### config.mk
export PLATFORM = sky130hd
export DESIGN_NAME = fetch_sequencer
export DESIGN_NICKNAME = d
export VERILOG_FILES = /design/src/rtl/fetch_sequencer.sv
export SDC_FILE = /design/constraint.sdc
export NUM_CORES = 1
export LEC_CHECK = 0
export CORE_ASPECT_RATIO = 1.5
export CORE_MARGIN = 10
export CORE_UTILIZATION = 24
export CTS_CLUSTER_SIZE = 14
export DETAILED_ROUTE_END_ITERATION = 6
export PLACE_DENSITY_LB_ADDON = 0.12
export SLEW_MARGIN = 25
export SYNTH_ARGS = -nofsm -noshare
export SYNTH_HDL_FRONTEND = slang
export SYNTH_SLANG_ARGS = --single-unit
export TNS_END_PERCENT = 20
### constraint.sdc
create_clock -name clk -period 2.3 [get_ports clk]
set_clock_uncertainty 0.05 [all_clocks]
set_input_delay 0.345 -clock clk [delete_from_list [all_inputs] [get_ports clk]]
set_output_delay 0.345 -clock clk [all_outputs]
set_load 0.05 [all_outputs]
### src/rtl/fetch_sequencer.sv
// Instruction-fetch controller: owns the PC, drives the instruction ROM and fills the IF/ID register.
// Latency 1 cycle ROM->IF/ID; stall holds PC and IF/ID, redirect flushes IF/ID and beats stall.
module fetch_sequencer #(
  parameter logic [15:0] START_PC     = 16'd1,
  parameter logic [4:0]  HALT_OP      = 5'b11010,
  parameter int          DRAIN_CYCLES = 4
) (
  input  logic        clk,
  input  logic        rst_n,
  input  logic        start,
  input  logic        stall,
  input  logic        redirect_valid,
  input  logic [15:0] redirect_target,
  output logic [15:0] rom_pc,
  input  logic [8:0]  rom_instr,
  output logic [8:0]  if_instr,
  output logic [15:0] if_pc,
  output logic        if_valid,
  output logic        busy,
  output logic        done,
  output logic [15:0] fetch_count
);

  typedef enum logic [1:0] {S_IDLE, S_FETCH, S_DRAIN, S_HALTED} state_t;

  state_t      state_q, state_d;
  logic [15:0] pc_q, pc_d;
  logic [8:0]  if_instr_q, if_instr_d;
  logic [15:0] if_pc_q, if_pc_d;
  logic        if_valid_q, if_valid_d;
  logic [3:0]  cnt_q, cnt_d;
  logic [15:0] fetch_count_q, fetch_count_d;

  always_ff @(posedge clk or negedge rst_n) begin
    if (!rst_n) begin
      state_q       <= S_IDLE;
      pc_q          <= START_PC;
      if_instr_q    <= 9'h000;
      if_pc_q       <= 16'd0;
      if_valid_q    <= 1'b0;
      cnt_q         <= 4'd0;
      fetch_count_q <= 16'd0;
    end else begin
      state_q       <= state_d;
      pc_q          <= pc_d;
      if_instr_q    <= if_instr_d;
      if_pc_q       <= if_pc_d;
      if_valid_q    <= if_valid_d;
      cnt_q         <= cnt_d;
      fetch_count_q <= fetch_count_d;
    end
  end

  always_comb begin
    state_d       = state_q;
    pc_d          = pc_q;
    if_instr_d    = if_instr_q;
    if_pc_d       = if_pc_q;
    if_valid_d    = if_valid_q;
    cnt_d         = cnt_q;
    fetch_count_d = fetch_count_q;
    case (state_q)
      S_IDLE, S_HALTED: begin
        if_valid_d = 1'b0;
        if (start) begin
          state_d       = S_FETCH;
          pc_d          = START_PC;
          fetch_count_d = 16'd0;
        end
      end
      S_FETCH: begin
        if (redirect_valid) begin
          pc_d       = redirect_target;
          if_valid_d = 1'b0;
        end else if (!stall) begin
          if_instr_d    = rom_instr;
          if_pc_d       = pc_q;
          if_valid_d    = 1'b1;
          fetch_count_d = fetch_count_q + 16'd1;
          // The halt word is kept in IF/ID; PC parks on it while the pipe drains.
          if (rom_instr[8:4] == HALT_OP) begin
            state_d = S_DRAIN;
            cnt_d   = 4'(DRAIN_CYCLES);
          end else begin
            pc_d = pc_q + 16'd1;
          end
        end
      end
      S_DRAIN: begin
        if (redirect_valid) begin
          state_d    = S_FETCH;
          pc_d       = redirect_target;
          if_valid_d = 1'b0;
        end else if (!stall) begin
          if_valid_d = 1'b0;
          if (cnt_q <= 4'd1) begin
            state_d = S_HALTED;
            cnt_d   = 4'd0;
          end else begin
            cnt_d = cnt_q - 4'd1;
          end
        end
      end
      default: state_d = S_IDLE;
    endcase
  end

  always_comb begin
    busy        = (state_q == S_FETCH) || (state_q == S_DRAIN);
    done        = (state_q == S_HALTED);
    rom_pc      = pc_q;
    if_instr    = if_instr_q;
    if_pc       = if_pc_q;
    if_valid    = if_valid_q;
    fetch_count = fetch_count_q;
  end

endmodule

### After elaboration in Yosys (flattened, before gate mapping)

Index checks and enable logic that the tools add are counted.

* register bits: 64
* bits of input ports: 30

* $add $sub $neg: 3
* $lt $le $gt $ge: 1
* eq/ne operators: 15
* mux-type cells: 30
* bitwise operators: 2
* reductions and logical operators: 11

Operators with widths (count)
* 16-bit two-way mux: 8
* 16-bit case mux with 3 select lines: 1
* 16-bit by 1-bit adder with 16-bit output, second input constant: 2
* 16-bit case mux with 2 select lines: 1
* 4-bit two-way mux: 6
* 2-bit two-way mux: 7
* 2-bit != test, second input constant: 7
* 3-bit != test, second input constant: 4
* 6-bit AND reduction: 2
* 4-bit case mux with 2 select lines: 1
* 4-bit AND reduction: 2
* 2-bit case mux with 3 select lines: 1
* 5-bit equality test, second input constant: 1
* 2-bit equality test, second input constant: 2
* 4-bit by 1-bit <= comparator with 1-bit output, second input constant: 1
* 1-bit two-way mux: 4
* 2-bit nonzero test: 2
* 4-bit by 1-bit subtractor with 4-bit output, second input constant: 1
* 1-bit case mux with 3 select lines: 1
* 3-bit AND reduction: 1
* 2-bit by 1-bit equality test with 1-bit output, second input constant: 1
* 2-bit zero test: 1
* 1-bit NOT: 2
* 2-bit AND reduction: 1
* 2 further kinds: 2

### Logic depth before layout (Yosys ltp)

Gate-level depths: netlist of run 1.

* depth after elaboration: 5
* mapped depth: 9
* mapped depth without buffers: 7

### Worst setup path after synthesis of run 1

OpenSTA, ideal clock, no wires.

* path kind: register to register
* start point: register state_q[1]
* end point: register fetch_count_q[13], in the netlist fetch_count[13]
* setup time: 72 ps
* arrival: 2058 ps
* slack: 120 ps
* cell stages (with the launch flop): 9
* path through: dfrtp_1 inv_1 ha_1 or3b_2 buf_2 a211oi_4 nand4_1 xor2_1 nor2_1

* cells in the longest elaborated chain, start to end: 4
* elaborated cells on any way between the ends: 10
* classes of those cells: eq/ne: 5; mux: 1; reduce/logical: 4

Ends and longest elaborated chain
* start, declared: RTL line 26 `state_t state_q, state_d;`
* start signal, assigned: RTL line 44 `state_q <= state_d;`
* 2-bit equality test / 2-bit zero test (equally long branches): RTL line 62 `case (state_q)`
* 2-bit OR reduction: RTL line 62
* 2-bit != test (no line) / 2-bit nonzero test (equally long branches)
* 4-bit AND reduction (no line)
* end signal, assigned: RTL line 50 `fetch_count_q <= fetch_count_d;`
* end, declared: RTL line 32 `logic [15:0] fetch_count_q, fetch_count_d;`

Several ways; a longest one is shown, not always the timed one.
A chain may end at the register's enable or synchronous reset.

### Worst setup path in the final report of run 1

* start point: register pc_q[6], in the netlist rom_pc[6]
* end point: output rom_pc[6]

RTL lines
* start, declared: RTL line 27 `logic [15:0] pc_q, pc_d;`
* start signal, assigned: RTL line 45 `pc_q <= pc_d;`
* end, declared: RTL line 14 `output logic [15:0] rom_pc,`

No word-level cell between the ends.

==> impl_metrics.tcl, run 1 <==
set metrics [dict create \
    slew_violations 0 \
    htree_levels 3 \
    cts_sinks 64 \
    use_met1_pct 13.0 \
    root_buffer "clkbuf_16" \
    peakVddDrop_mv 0.768 \
    holdCritPathClass "flop to flop" \
    clk_pin_slew_ns 0.06 \
    cp.depth 1 \
    rsz0062_at_grt "false" \
    crit_start "rom_pc[6]" \
    internal_power_w 0.00386 \
    cts_made_buffers 9 \
    vias_per_cell 4.69 \
    grt_busiest_layer "met2" \
    worstSetupStartpointType "flop" \
    synthCells 367 \
    synth_commonest_cells "nand2_1, dfrtp_1, nor2_1, o21ai_0, nand3_1" \
    synthArstFlopShare_pct 100 \
    period_needed_ns 2.23 \
    n_fill_cell 1382 \
    worst_slack_ns 0.0687 \
    period_share_pct 97.0 \
    yosys.area.top_type "dfrtp_1" \
    tritoncts "yes" \
    arrival_ns 1.84 \
    hpwl_um 8450 \
    syn-num-nets 405 \
    cp-endpoint "rom_pc[6]" \
    clockPowerShare_pct 20.6 \
    clock_latency_ns 0.33 \
    grt_pass1_vias 3152 \
    synth.area.top_cells "dfrtp_1, nand2_1, o21ai_0, nand3_1, ha_1" \
    grt_pass1_wl_um 17600 \
    reg2reg_from "state_q[0]" \
    worstPathRequired_ns 1.90 \
    fmax_ghz 0.448 \
    post-cts-setup-buffers 0 \
    gr-total-overflow 0 \
    drc_errors 0 \
    nets 521 \
    synth-edff-count 0 \
    synth.avg_cell_area_um2 8.97 \
    powerDensity_nw_per_um2 1480 \
    setup_violations 0 \
    synthesis.area_um2 3290 \
    cp_slowest_cell "clkdlybuf4s50_1" \
    synth_top_flop_cell "dfrtp_1" \
    r2r_end "rom_pc[10]" \
    ys_types 53 \
    max_stage_delay_ns 0.90 \
    first_iter_violations 118 \
    dp_slack_ns -0.00954 \
    yosys_register_bits 64 \
    path_buf_inv 1 \
    drt.antenna.violating_nets 0 \
    start_util_pct 24.4 \
    worstSetupPathType "flop to output pin" \
    grt_util_all_layers_pct 11.9 \
    grt_use_met3_pct 4.00 \
    cts.path.max_buffers 2 \
    rr_worst_depth 6 \
    hold_violations 0 \
    boundaryPins 90 \
    io_buffers 89 \
    worst_slew_pin_slew_ns 0.554 \
    p_seq_share_pct 26.8 \
    critPathMaxFanout 11 \
    die_area_um2 18900 \
    leakagePower_nw 2.13 \
    routed_wl_um 10900 \
    rows 52 \
    timing.slew.headroom_pct 63.1 \
    antenna_found_initial 0 \
    drv_cap 0 \
    p_sw_w 0.00339 \
    tns_ns 0 \
    ys_warn_count 0 \
    worst_setup_path_end_kind "output pin" \
    fp.dieH_um 163 \
    p_sw_share_pct 46.8 \
    vias 3051 \
    pwr-share-comb_pct 52.6 \
    grt_max_degree 41 \
    holdWs_ns 0.425 \
    drive_gt1_share_pct 12.1 \
    synth_top_area_share_pct 47.9 \
    synth_most_common_cell "nand2_1" \
    cp_top_family "buffers and inverters" \
    post_drt_wl_per_cell_um 16.7 \
    met2_usage_pct 20.8 \
    worstPathCellList "clkdlybuf4s50_1" \
    diodes 0 \
    ys_seq_area_share_pct 48.7 \
    globalplace.congestion 0.819 \
    outcome "finished, final reports clean" \
    reg2reg_slack_ns 0.12 \
    drtPass1Iterations 4 \
    area_growth_pct 48.8 \
    die_width_um 116 \
    core_area_um2 13500 \
]
## cell families after synthesis
group                      count (synthesis)  synth area share, %
AOI/OAI and AO/OA                         73                 15.4
xor gates and xnor gates                  13                 3.46
adders and majority gates                  8                 3.04
buffers and inverters                     30                 3.99
DFF                                       64                 48.7
muxes                                      3                0.912
and+or+nand+nor                          176                 24.5
## registers in the layout, indices dropped and copies added (netlist names)
signal       count
fetch_count     16
if_pc           16
rom_pc          16
if_instr         9
cnt_q            4
state_q          2
if_valid         1
## per-stage QoR
step | utilization [%] | total power (W) | std cells | cell area [µm²]
global route | 36.4 | 0.00773 | 650 | 4900
detailed placement | 33.8 | 0.00583 | 633 | 4560
global placement | 33.8 | 0.00581 | 633 | 4560
finish | 36.4 | 0.00725 | 650 | 4900
CTS | 36.4 | 0.00738 | 650 | 4900
floorplan | - | 0.00427 | 367 | 3290
## placed cells by master, fill, tap and decap left out, types with 2 or more instances in the layout
| cell type | count |
|---|---|
| nand2_1 | 88 |
| nor4_1 | 4 |
| clkbuf_16 | 9 |
| mux2i_1 | 3 |
| a2bb2oi_1 | 2 |
| o21ai_0 | 22 |
| nand4_1 | 5 |
| buf_4 | 30 |
| a22o_1 | 3 |
| bufinv_16 | 2 |
| dfrtp_1 | 63 |
| a21o_1 | 2 |
| a221o_1 | 2 |
| o211ai_1 | 4 |
| o22ai_1 | 5 |
| o41a_1 | 2 |
| nor2_1 | 22 |
| clkdlybuf4s50_1 | 87 |
| ha_1 | 8 |
| xnor2_1 | 2 |
| nand2b_4 | 2 |
| nor2b_1 | 6 |
| nand3_1 | 21 |
| a21oi_1 | 13 |
| xor2_1 | 11 |
| nand2b_1 | 6 |
| buf_12 | 2 |
| inv_1 | 14 |
| a32oi_1 | 2 |
| a22oi_1 | 2 |
| nor3_1 | 13 |
## layout make-up
cell class	instances	area, µm²	area share [%]
inverter	14	52.6	1.07
tap	162	203	4.14
clock inverter	6	90.1	1.84
timing repair buffer	121	1150	23.5
clock buffer	10	239	4.88
multi-input combinational	273	1560	31.9
sequential	64	1600	32.7
## power groups by stage
stage	Clock [W]	Sequential, W	Combinational (W)
floorplan	0	0.00304	0.00122
global placement	0	0.00196	0.00385
detailed placement	0	0.00196	0.00387
CTS	0.00155	0.00195	0.00388
global route	0.00161	0.00202	0.00411
finish	0.00150	0.00194	0.00382
## metal layers
layer,up-vias,wire [µm],share of wire (%)
li1,1500,-,-
met1,1463,4250,39
met2,75,5690,52
met3,13,731,6.7
met4,0,191,1.8
met5,-,0,0
## worst reg2reg max path: cells and delay by family (launching register included)
kind,cells,cell delay [ns]
fa+ha+maj,1,0.37
buf+inv,1,0.08
simple gates,2,0.75
flops,1,0.40
compound gates,2,0.48
## worst min-delay path by stage
stage          cells past startpoint   startpoint          end  slack (ns)
2_1_floorplan                      0        rst_n     cnt_q[0]     -0.0006
3_3_place_gp                       2        rst_n  if_instr[7]        0.33
3_5_place_dp                       2        rst_n  if_instr[7]        0.33
4_1_cts                            2  if_instr[3]  if_instr[3]        0.43
5_1_grt                            2  if_instr[7]  if_instr[7]        0.46
6_report                           2  if_instr[3]  if_instr[3]        0.43
## what timing repair did
| item | 4_1_cts | 5_1_grt |
|---|---|---|
| endpoints found under the setup margin | 0 | 3 |
| hold buffers | 1 | 0 |
| hold endpoints to repair | 24 | 0 |
| resized for setup | 0 | 1 |
No activity file was read; power rests on OpenSTA's default activity.
==> run 2, diff against run 1 <==
==> constraint.sdc (replaced) <==
create_clock -name clk -period 2.35 [get_ports clk]
set_clock_uncertainty 0.05 [all_clocks]
set_input_delay 0.3525 -clock clk [delete_from_list [all_inputs] [get_ports clk]]
set_output_delay 0.3525 -clock clk [all_outputs]
set_load 0.05 [all_outputs]
==> impl_metrics.tcl, run 2 (synthesis gave the netlist of run 1 again) <==
set metrics [dict create \
    arrival_ns 2.43 \
    n_fill_cell 1421 \
    post_drt_wl_per_cell_um 16.6 \
    root_buffer "clkbuf_16" \
    reg2reg_slack_ns 0.13 \
    area_growth_pct 45.3 \
    htree_levels 3 \
    worstPathRequired_ns 2.56 \
    drive_gt1_share_pct 10.8 \
    reg2reg_from "state_q[0]" \
    drv_cap 0 \
    gr-total-overflow 0 \
    holdWs_ns -0.0156 \
    io_buffers 89 \
    fp.dieH_um 163 \
    drc_errors 0 \
    cts_hold_buffers 0 \
    start_util_pct 24.4 \
    period_needed_ns 2.22 \
    cp-endpoint "rom_pc[10]" \
    crit_start "state_q[0]" \
    p_seq_share_pct 28.4 \
    layout_common_cells "nand2_1, clkdlybuf4s50_1, dfrtp_1" \
    fmax_ghz 0.450 \
    clockPowerShare_pct 17.7 \
    p_sw_w 0.00328 \
    clk_pin_slew_ns 0.05 \
    mostFrequentLayoutCell "nand2_1" \
    cts_sinks 64 \
    holdCritPathClass "primary input to asynchronous set/reset pin" \
    grt_pass1_vias 3227 \
    grt_util_all_layers_pct 11.8 \
    utilization_pct 35.5 \
    internal_power_w 0.00344 \
    nets 515 \
    slew_violations 0 \
    leakagePower_nw 2.06 \
    antenna_found_initial 0 \
    drt.antenna.violating_nets 0 \
    worst_slew_pin_slew_ns 0.534 \
    vias 3014 \
    die_width_um 116 \
    drtPass1Iterations 4 \
    grt_pass1_wl_um 17400 \
    cts.path.max_buffers 2 \
    r2r_end "rom_pc[10]" \
    worst_setup_path_end_kind "flop" \
    diodes 0 \
    rsz0062_at_grt "false" \
    period_share_pct 94.5 \
    hpwl_um 8140 \
    routed_wl_um 10700 \
    clock_latency_ns 0.32 \
    outcome "complete, but fails checks" \
    cts_resized 0 \
    grt_max_degree 65 \
    violations "negative hold slack" \
    worstSetupStartpointType "flop" \
    hold_violations 19 \
    rows 52 \
    globalplace.congestion 0.817 \
    core_area_um2 13500 \
    critPathMaxFanout 5 \
    tritoncts "yes" \
    die_area_um2 18900 \
    pwr-share-comb_pct 53.8 \
    p_sw_share_pct 48.8 \
    worstSetupPathType "flop to flop" \
    setup_violations 0 \
    boundaryPins 90 \
    tns_ns 0 \
    powerDensity_nw_per_um2 1410 \
    rr_worst_depth 6 \
    first_iter_violations 53 \
    post-cts-setup-buffers 0 \
    timing.slew.headroom_pct 64.3 \
    cts_made_buffers 9 \
    vias_per_cell 4.69 \
    peakVddDrop_mv 0.512 \
]
-- run 2: power by group through the flow --
stage	Clock (W)	Combinational, W	Sequential [W]
6_report	0.00119	0.00362	0.00191
5_1_grt	0.00128	0.00390	0.00199
4_1_cts	0.00123	0.00369	0.00192
3_5_place_dp	0	0.00367	0.00193
3_3_place_gp	0	0.00367	0.00193
2_1_floorplan	0	0.00120	0.00298
-- run 2: critical path, cell delays in order, from the launching register on --
cell and delay (ns):
dfrtp_1 0.40, inv_1 0.08, ha_1 0.35, or4_1 0.60, nand2b_4 0.19, o41a_1 0.42, o21ai_2 0.06
-- run 2: how the worst min path moves through the flow --
stage           from           to  slack (ns)  cells past startpoint
6_report       rst_n  if_instr[7]       -0.02                      2
5_1_grt        rst_n    rom_pc[8]        0.02                      2
4_1_cts        rst_n  if_instr[5]       0.005                      2
3_5_place_dp   rst_n   state_q[0]        0.36                      2
3_3_place_gp   rst_n  if_instr[7]        0.36                      2
2_1_floorplan  rst_n     cnt_q[0]       0.007                      0
-- run 2: layer usage --
layer | global-route usage [%] | wire length, µm
met1 | 12.7 | 4310
met2 | 20.8 | 5600
met3 | 4.26 | 622
met4 | 3.60 | 164
met5 | 0 | 0
-- run 2: layout make-up --
| type | instances | area [µm²] | area share, % |
|---|---|---|---|
| clock inverters | 5 | 33.8 | 0.706 |
| flip-flops and latches | 64 | 1600 | 33.5 |
| multi-input cells | 273 | 1560 | 32.6 |
| well taps | 162 | 203 | 4.24 |
| repair buffers | 115 | 1100 | 23.1 |
| inverters | 14 | 52.6 | 1.10 |
| clock buffers | 10 | 229 | 4.79 |
-- run 2: through the flow --
stage | hold WS (ns) | total power [W] | cell area, µm² | instances | setup WS (ns)
finish | -0.0156 | 0.00673 | 4780 | 643 | 0.130
global route | 0.0249 | 0.00717 | 4780 | 643 | 0.0173
CTS | 0.00509 | 0.00684 | 4780 | 643 | 0.108
detailed placement | 0.357 | 0.00561 | 4520 | 628 | 0.0848
global placement | 0.359 | 0.00560 | 4520 | 628 | 0.0890
floorplan | 0.00691 | 0.00418 | 3290 | 367 | 0.170
==> patch 1 (config.mk and constraints of run 1) <==
Encoding of `state_t`: now one-hot (4 bits for 4 states).
--- a/src/rtl/fetch_sequencer.sv
+++ b/src/rtl/fetch_sequencer.sv
@@ -21,7 +21,7 @@
   output logic [15:0] fetch_count
 );
 
-  typedef enum logic [1:0] {S_IDLE, S_FETCH, S_DRAIN, S_HALTED} state_t;
+  typedef enum logic [3:0] {S_IDLE = 4'b0001, S_FETCH = 4'b0010, S_DRAIN = 4'b0100, S_HALTED = 4'b1000} state_t;
 
   state_t      state_q, state_d;
   logic [15:0] pc_q, pc_d;
Function: same outputs for any inputs over 10 cycles, from zero or initial values and one cycle with rst_n low; not proved beyond that.
==> patch 1 against run 1 <==
  * Total power is 21% lower
  * Design area is 8.5% higher
  * Die area is 6.9% higher
  * Utilization is 0.23 points higher
  * Count of clock-buffer cells in the layout is 1 higher
  * Routed wire length is 21% higher
  * First-iteration DRC count is 52% higher
  * Critical path type is now input pin to flop
  * Sequential cell count is 2 higher
  * Critical path depth is 5 higher
  * Sequential power is 15% lower
  * The run now ends with negative hold slack left
  * Area after synthesis is 8.2% higher
  * Setup slack worse by 0.036 ns
==> patch 1: results (changes against run 1) <==
Run status
  • Status: complete, but fails checks
  • Failing checks: negative hold slack

Synth
  • Top cells by area, synth: dfrtp_1 45%, nand2_1 9.3%, o21ai_0 3.7%
  • Synth cell types: 59 (+11%)
  • Seq/Total Area, Yosys: 0.4645 (-0.02238)
  • Commonest cells post-synth: 88 x nand2_1, 64 x dfrtp_1, 26 x o21ai_0

Timing
  • Worst hold slack: -0.01377 ns (-0.4389 ns)
  • Final Hold Viols: 11 (+11)
  • Max_slew headroom: 0.5639 (-0.06697)

Final layout
  • Final net count: 562 (+7.9%)
  • Layout cells sized above 1: 0.1501 (+0.02919)

Drt
  • DRT iter0 DRCs: 179 (+52%)
  • Detailed Route WL: 13200 um (+21%)
  • Avg Vias per Cell: 4.844 (+3.2%)

Critical path
  • Top delay family on crit path: simple AND/OR/NAND/NOR gates
  • R2R depth: 5 (-1)
  • Worst R2R End: fetch_count[12]
  • Reg2Reg Launch Point: state_q[0]
  • Worst EP arrival: 2.43 ns (+0.59 ns)

Place
  • Routability Congestion: 0.8383 (+2.3%)
  • HPWL after detailed placement: 9975 um (+18%)
  • DP Worst Slack: -0.3857 ns (-0.3762 ns)

Global routing
  • Vias in the first global route: 3770 (+20%)
  • Largest net degree at the start of global routing: 67 (+63%)
  • Grt met1 use: 0.1411 (+0.01079)
  • First-pass GRT wire length: 21440 um (+22%)
  • Met3 Use GR: 0.04795 (+0.007937)
  • Met2 Use GR: 0.2361 (+0.02789)
  • All-layer global routing usage: 0.1329 (+0.01393)

Power and ir drop
  • Peak VDD IR: 0.0004400 V (-43%)
  • Pleak: 0.002230 uW (+4.7%)

Min path
  • Worst Hold Class: input pin to asynchronous set/reset pin

Clocking
  • Post-cts resize count: 1 (+1)
patch 1: stage by stage:
| stage | hold slack, ns | cells |
|---|---|---|
| floorplan | -0.0005911 | 406 |
| global placement | 0.3591 | 713 |
| detailed placement | 0.3617 | 713 |
| CTS | 0.004916 | 729 |
| global route | 0.03327 | 729 |
| finish | -0.01377 | 729 |
patch 1: metal layers:
| metal | up-vias | share of wire |
|---|---|---|
| li1 | 1718 | - |
| met5 | - | 0 |
| met1 | 1708 | 0.38 |
| met2 | 89 | 0.53 |
| met4 | 0 | 0.020 |
| met3 | 16 | 0.068 |
patch 1: cell type report:
type | instances | area (um^2)
Clock buffer | 11 | 232.7
Clock inverter | 5 | 55.05
Fill cell | 1527 | 9209
Inverter | 14 | 52.55
Multi-Input combinational cell | 303 | 1805
Sequential cell | 66 | 1654
Tap cell | 196 | 245.2
Timing Repair Buffer | 134 | 1272
patch 1: power breakdown:
part           leakage, uW  internal (uW)  switching (uW)
Combinational      0.00120           1020            1750
Sequential        0.000895           1410             233
Clock             0.000136            836             527
Total              0.00223           3260            2510
patch 1: worst max-delay path by stage:
stage | startpoint | endpoint | slack, ns | depth (start not counted)
final | stall | fetch_count[12] | 0.03 | 6
after global routing | redirect_valid | fetch_count[12] | -0.01 | 6
after CTS | redirect_valid | rom_pc[13] | 0.005 | 7
after detailed placement | redirect_valid | rom_pc[9] | -0.39 | 7
after global placement | redirect_valid | rom_pc[13] | -0.35 | 7
after floorplan | fetch_count[0] | fetch_count[12] | 0.08 | 5
patch 1: logic make-up after synthesis:
group | synth area share
and+or+nand+nor | 0.2628
AOI/OAI and AO/OA | 0.1978
DFF | 0.4645
buffers and inverters | 0.04462
xor gates and xnor gates | 0.009840
adders and majority gates | 0.01406
muxes | 0.006324
==> patch 2 (settings of run 1) <==
Without the edit above. Register the input `redirect_target` before use. The logic sees it one clock later. The other inputs are not delayed to match.
--- a/src/rtl/fetch_sequencer.sv
+++ b/src/rtl/fetch_sequencer.sv
@@ -22,6 +22,12 @@
 );
 
   typedef enum logic [1:0] {S_IDLE, S_FETCH, S_DRAIN, S_HALTED} state_t;
+
+  logic [15:0] redirect_target_q;
+
+  always_ff @(posedge clk) begin
+    redirect_target_q <= redirect_target;
+  end
 
   state_t      state_q, state_d;
   logic [15:0] pc_q, pc_d;
@@ -70,7 +76,7 @@
       end
       S_FETCH: begin
         if (redirect_valid) begin
-          pc_d       = redirect_target;
+          pc_d       = redirect_target_q;
           if_valid_d = 1'b0;
         end else if (!stall) begin
           if_instr_d    = rom_instr;
@@ -89,7 +95,7 @@
       S_DRAIN: begin
         if (redirect_valid) begin
           state_d    = S_FETCH;
-          pc_d       = redirect_target;
+          pc_d       = redirect_target_q;
           if_valid_d = 1'b0;
         end else if (!stall) begin
           if_valid_d = 1'b0;
Formal check against the unedited RTL: not equivalent (Yosys sat finds a counterexample within 4 cycles, from zero or initial values and one cycle with rst_n low).
==> patch 2 against run 1 <==
  * Sequential power is 16% higher
  * Area after synthesis is 9.3% higher
  * Sequential cell count is 16 higher
  * Clock power is 5% lower
  * Routed wire length is 4.5% lower
  * Total power is 1.3% higher
  * Fmax is 0.97% higher
  * First-iteration DRC count is 13% higher
  * Sequential share of layout area is 4.7 points higher
  * Setup slack better by 0.021 ns
  * Critical path depth stayed put
  * Design area is 4.8% higher
  * Critical endpoint is now rom_pc[0]
  * Largest cell class unchanged
  * Highest routed layer unchanged
==> patch 2: results (changes against run 1) <==
Run status
  • Status: completed

Final layout
  • Layout cells sized above 1: 0.1592 (+0.03829)

Timing
  • Worst slew pin tran: 0.5753 ns (+0.02158 ns)

Synth
  • Commonest cells post-synth: 63 x dfrtp_1, 30 x nand2_1, 25 x mux2_2, 25 x o21ai_0, 24 x nor2_1
  • XOR/XNOR Fraction of Synth Area: 0.02678 (-0.007805)
  • Post-synthesis mux area share: 0.09217 (+0.08305)
  • Synth cell types: 52 (-1.9%)
  • Asr flop ratio synth: 0.8000 (-0.2000)
  • Syn nets: 371 (-8.4%)
  • Top cells by area, synth: dfrtp_1 44%, dfxtp_1 8.9%, mux2_2 7.8%
  • Synth Area in Adders: 0.02783 (-0.002581)
  • Compound-gate portion of the synthesized area: 0.1308 (-0.02315)
  • Seq/Total Area, Yosys: 0.5346 (+0.04772)

Critical path
  • R2r setup slk: 0.21 ns (+0.09 ns)
  • Critical Path Fanout Max: 8 (-3)
  • Worst EP arrival: 1.81 ns (-0.03 ns)
  • Worst R2R End: fetch_count[12]
  • Slowest stage delay, CP: 0.85 ns (-0.05 ns)
  • R2R depth: 7 (+1)
  • Crit path to: rom_pc[0]
  • Crit. Startpoint: rom_pc[0]
  • Reg2Reg Launch Point: state_q[1]

Power and ir drop
  • Peak VDD IR: 0.0005374 V (-30%)
  • Pleak: 0.002073 uW (-2.7%)
  • Net Sw Power: 3366 uW (-0.80%)

Global routing
  • First-pass GRT wire length: 16730 um (-5.1%)
  • Largest net degree at the start of global routing: 65 (+59%)
  • All-layer global routing usage: 0.1042 (-0.01479)
  • Vias in the first global route: 3029 (-3.9%)

Place
  • HPWL after detailed placement: 7461 um (-12%)
  • DP Area: 4828 um^2 (+6.0%)
  • Routability Congestion: 0.7409 (-9.6%)

Min path
  • Worst Hold Class: input pin to flop

Drt
  • DR WL/cell: 16.16 um (-3.3%)
  • DRT iter0 DRCs: 133 (+13%)
  • Avg Vias per Cell: 4.586 (-2.3%)
==> patch 2: changes by cell type after synthesis, moves of 4 or more <==
cell      change
nand2_1      -58
mux2_2       +25
dfxtp_1      +16
xor2_1       -10
clkbuf_1      -9
nand3_1       -8
xnor2_1       +8
o311ai_0      +6
a31oi_1       +4
==> patch 2: cells by family (layout without fill, tap and decap cells) <==
family,Yosys count,in the layout
multiplexers,30,30
XOR/XNOR,11,11
flip-flops,80,80
AND/OR/NAND/NOR,110,110
AO/OA/AOI/OAI,71,71
buffers and inverters,23,136
adder cells (fa/ha/maj),8,8
==> patch 2: worst min path at each step <==
stage          depth (start not counted)  slack (ns)           startpoint                    end
6_report                               1        0.39   redirect_target[3]   redirect_target_q[3]
5_1_grt                                1        0.38  redirect_target[14]  redirect_target_q[14]
4_1_cts                                1        0.38   redirect_target[1]   redirect_target_q[1]
3_5_place_dp                           2        0.35                rst_n         fetch_count[2]
3_3_place_gp                           2        0.35                rst_n         fetch_count[2]
2_1_floorplan                          0     -0.0006                rst_n               cnt_q[0]
==> patch 2: layout make-up <==
class / instances / area (um^2)
repair buffers: 108 / 1064
inverters: 12 / 45.04
multi-input cells: 230 / 1568
well taps: 196 / 245.2
flip-flops and latches: 80 / 1923
clock inverters: 6 / 60.06
fillers: 1506 / 9528
clock buffers: 10 / 229.0
==> patch 2: power by group through the flow <==
stage | combinational (uW) | sequential, uW | clock, uW
6_report | 3670 | 2260 | 1420
5_1_grt | 3940 | 2350 | 1540
4_1_cts | 3740 | 2270 | 1480
3_5_place_dp | 3720 | 2300 | 0
3_3_place_gp | 3710 | 2280 | 0
2_1_floorplan | 1200 | 3360 | 0
==> patch 2: routing by layer <==
layer  wire (um)  GRT usage
met1        4422     0.1208
met2        5104     0.1675
met3         634    0.03677
met4         214    0.05053
met5           0          0
==> patch 2: per-stage QoR <==
stage               hold WS, ns  worst slack [ns]  cells    util  power [uW]
floorplan            -0.0005911            0.2530    333       -        4555
global placement         0.3472            0.1395    625  0.3293        5984
detailed placement       0.3493           0.09590    625  0.3293        6018
CTS                      0.3777           0.06229    642  0.3497        7488
global route             0.3829           0.01150    642  0.3501        7820
finish                   0.3942           0.09004    642  0.3501        7352
==> patch 2: repair_timing <==
action | 4_1_cts | 5_1_grt
hold buffers | 1 | 0
endpoints found under the setup margin | 0 | 1
hold endpoints to repair | 60 | 0
resized for setup | 0 | 1
==> patch 2: worst reg2reg max path, stage by stage, from the launching register on <==
cell,delay [ns]
dfrtp_1,0.40
inv_1,0.10
ha_1,0.23
nor3b_4,0.30
o211ai_2,0.30
nor4_1,0.39
xnor2_1,0.17
nor2_1,0.05
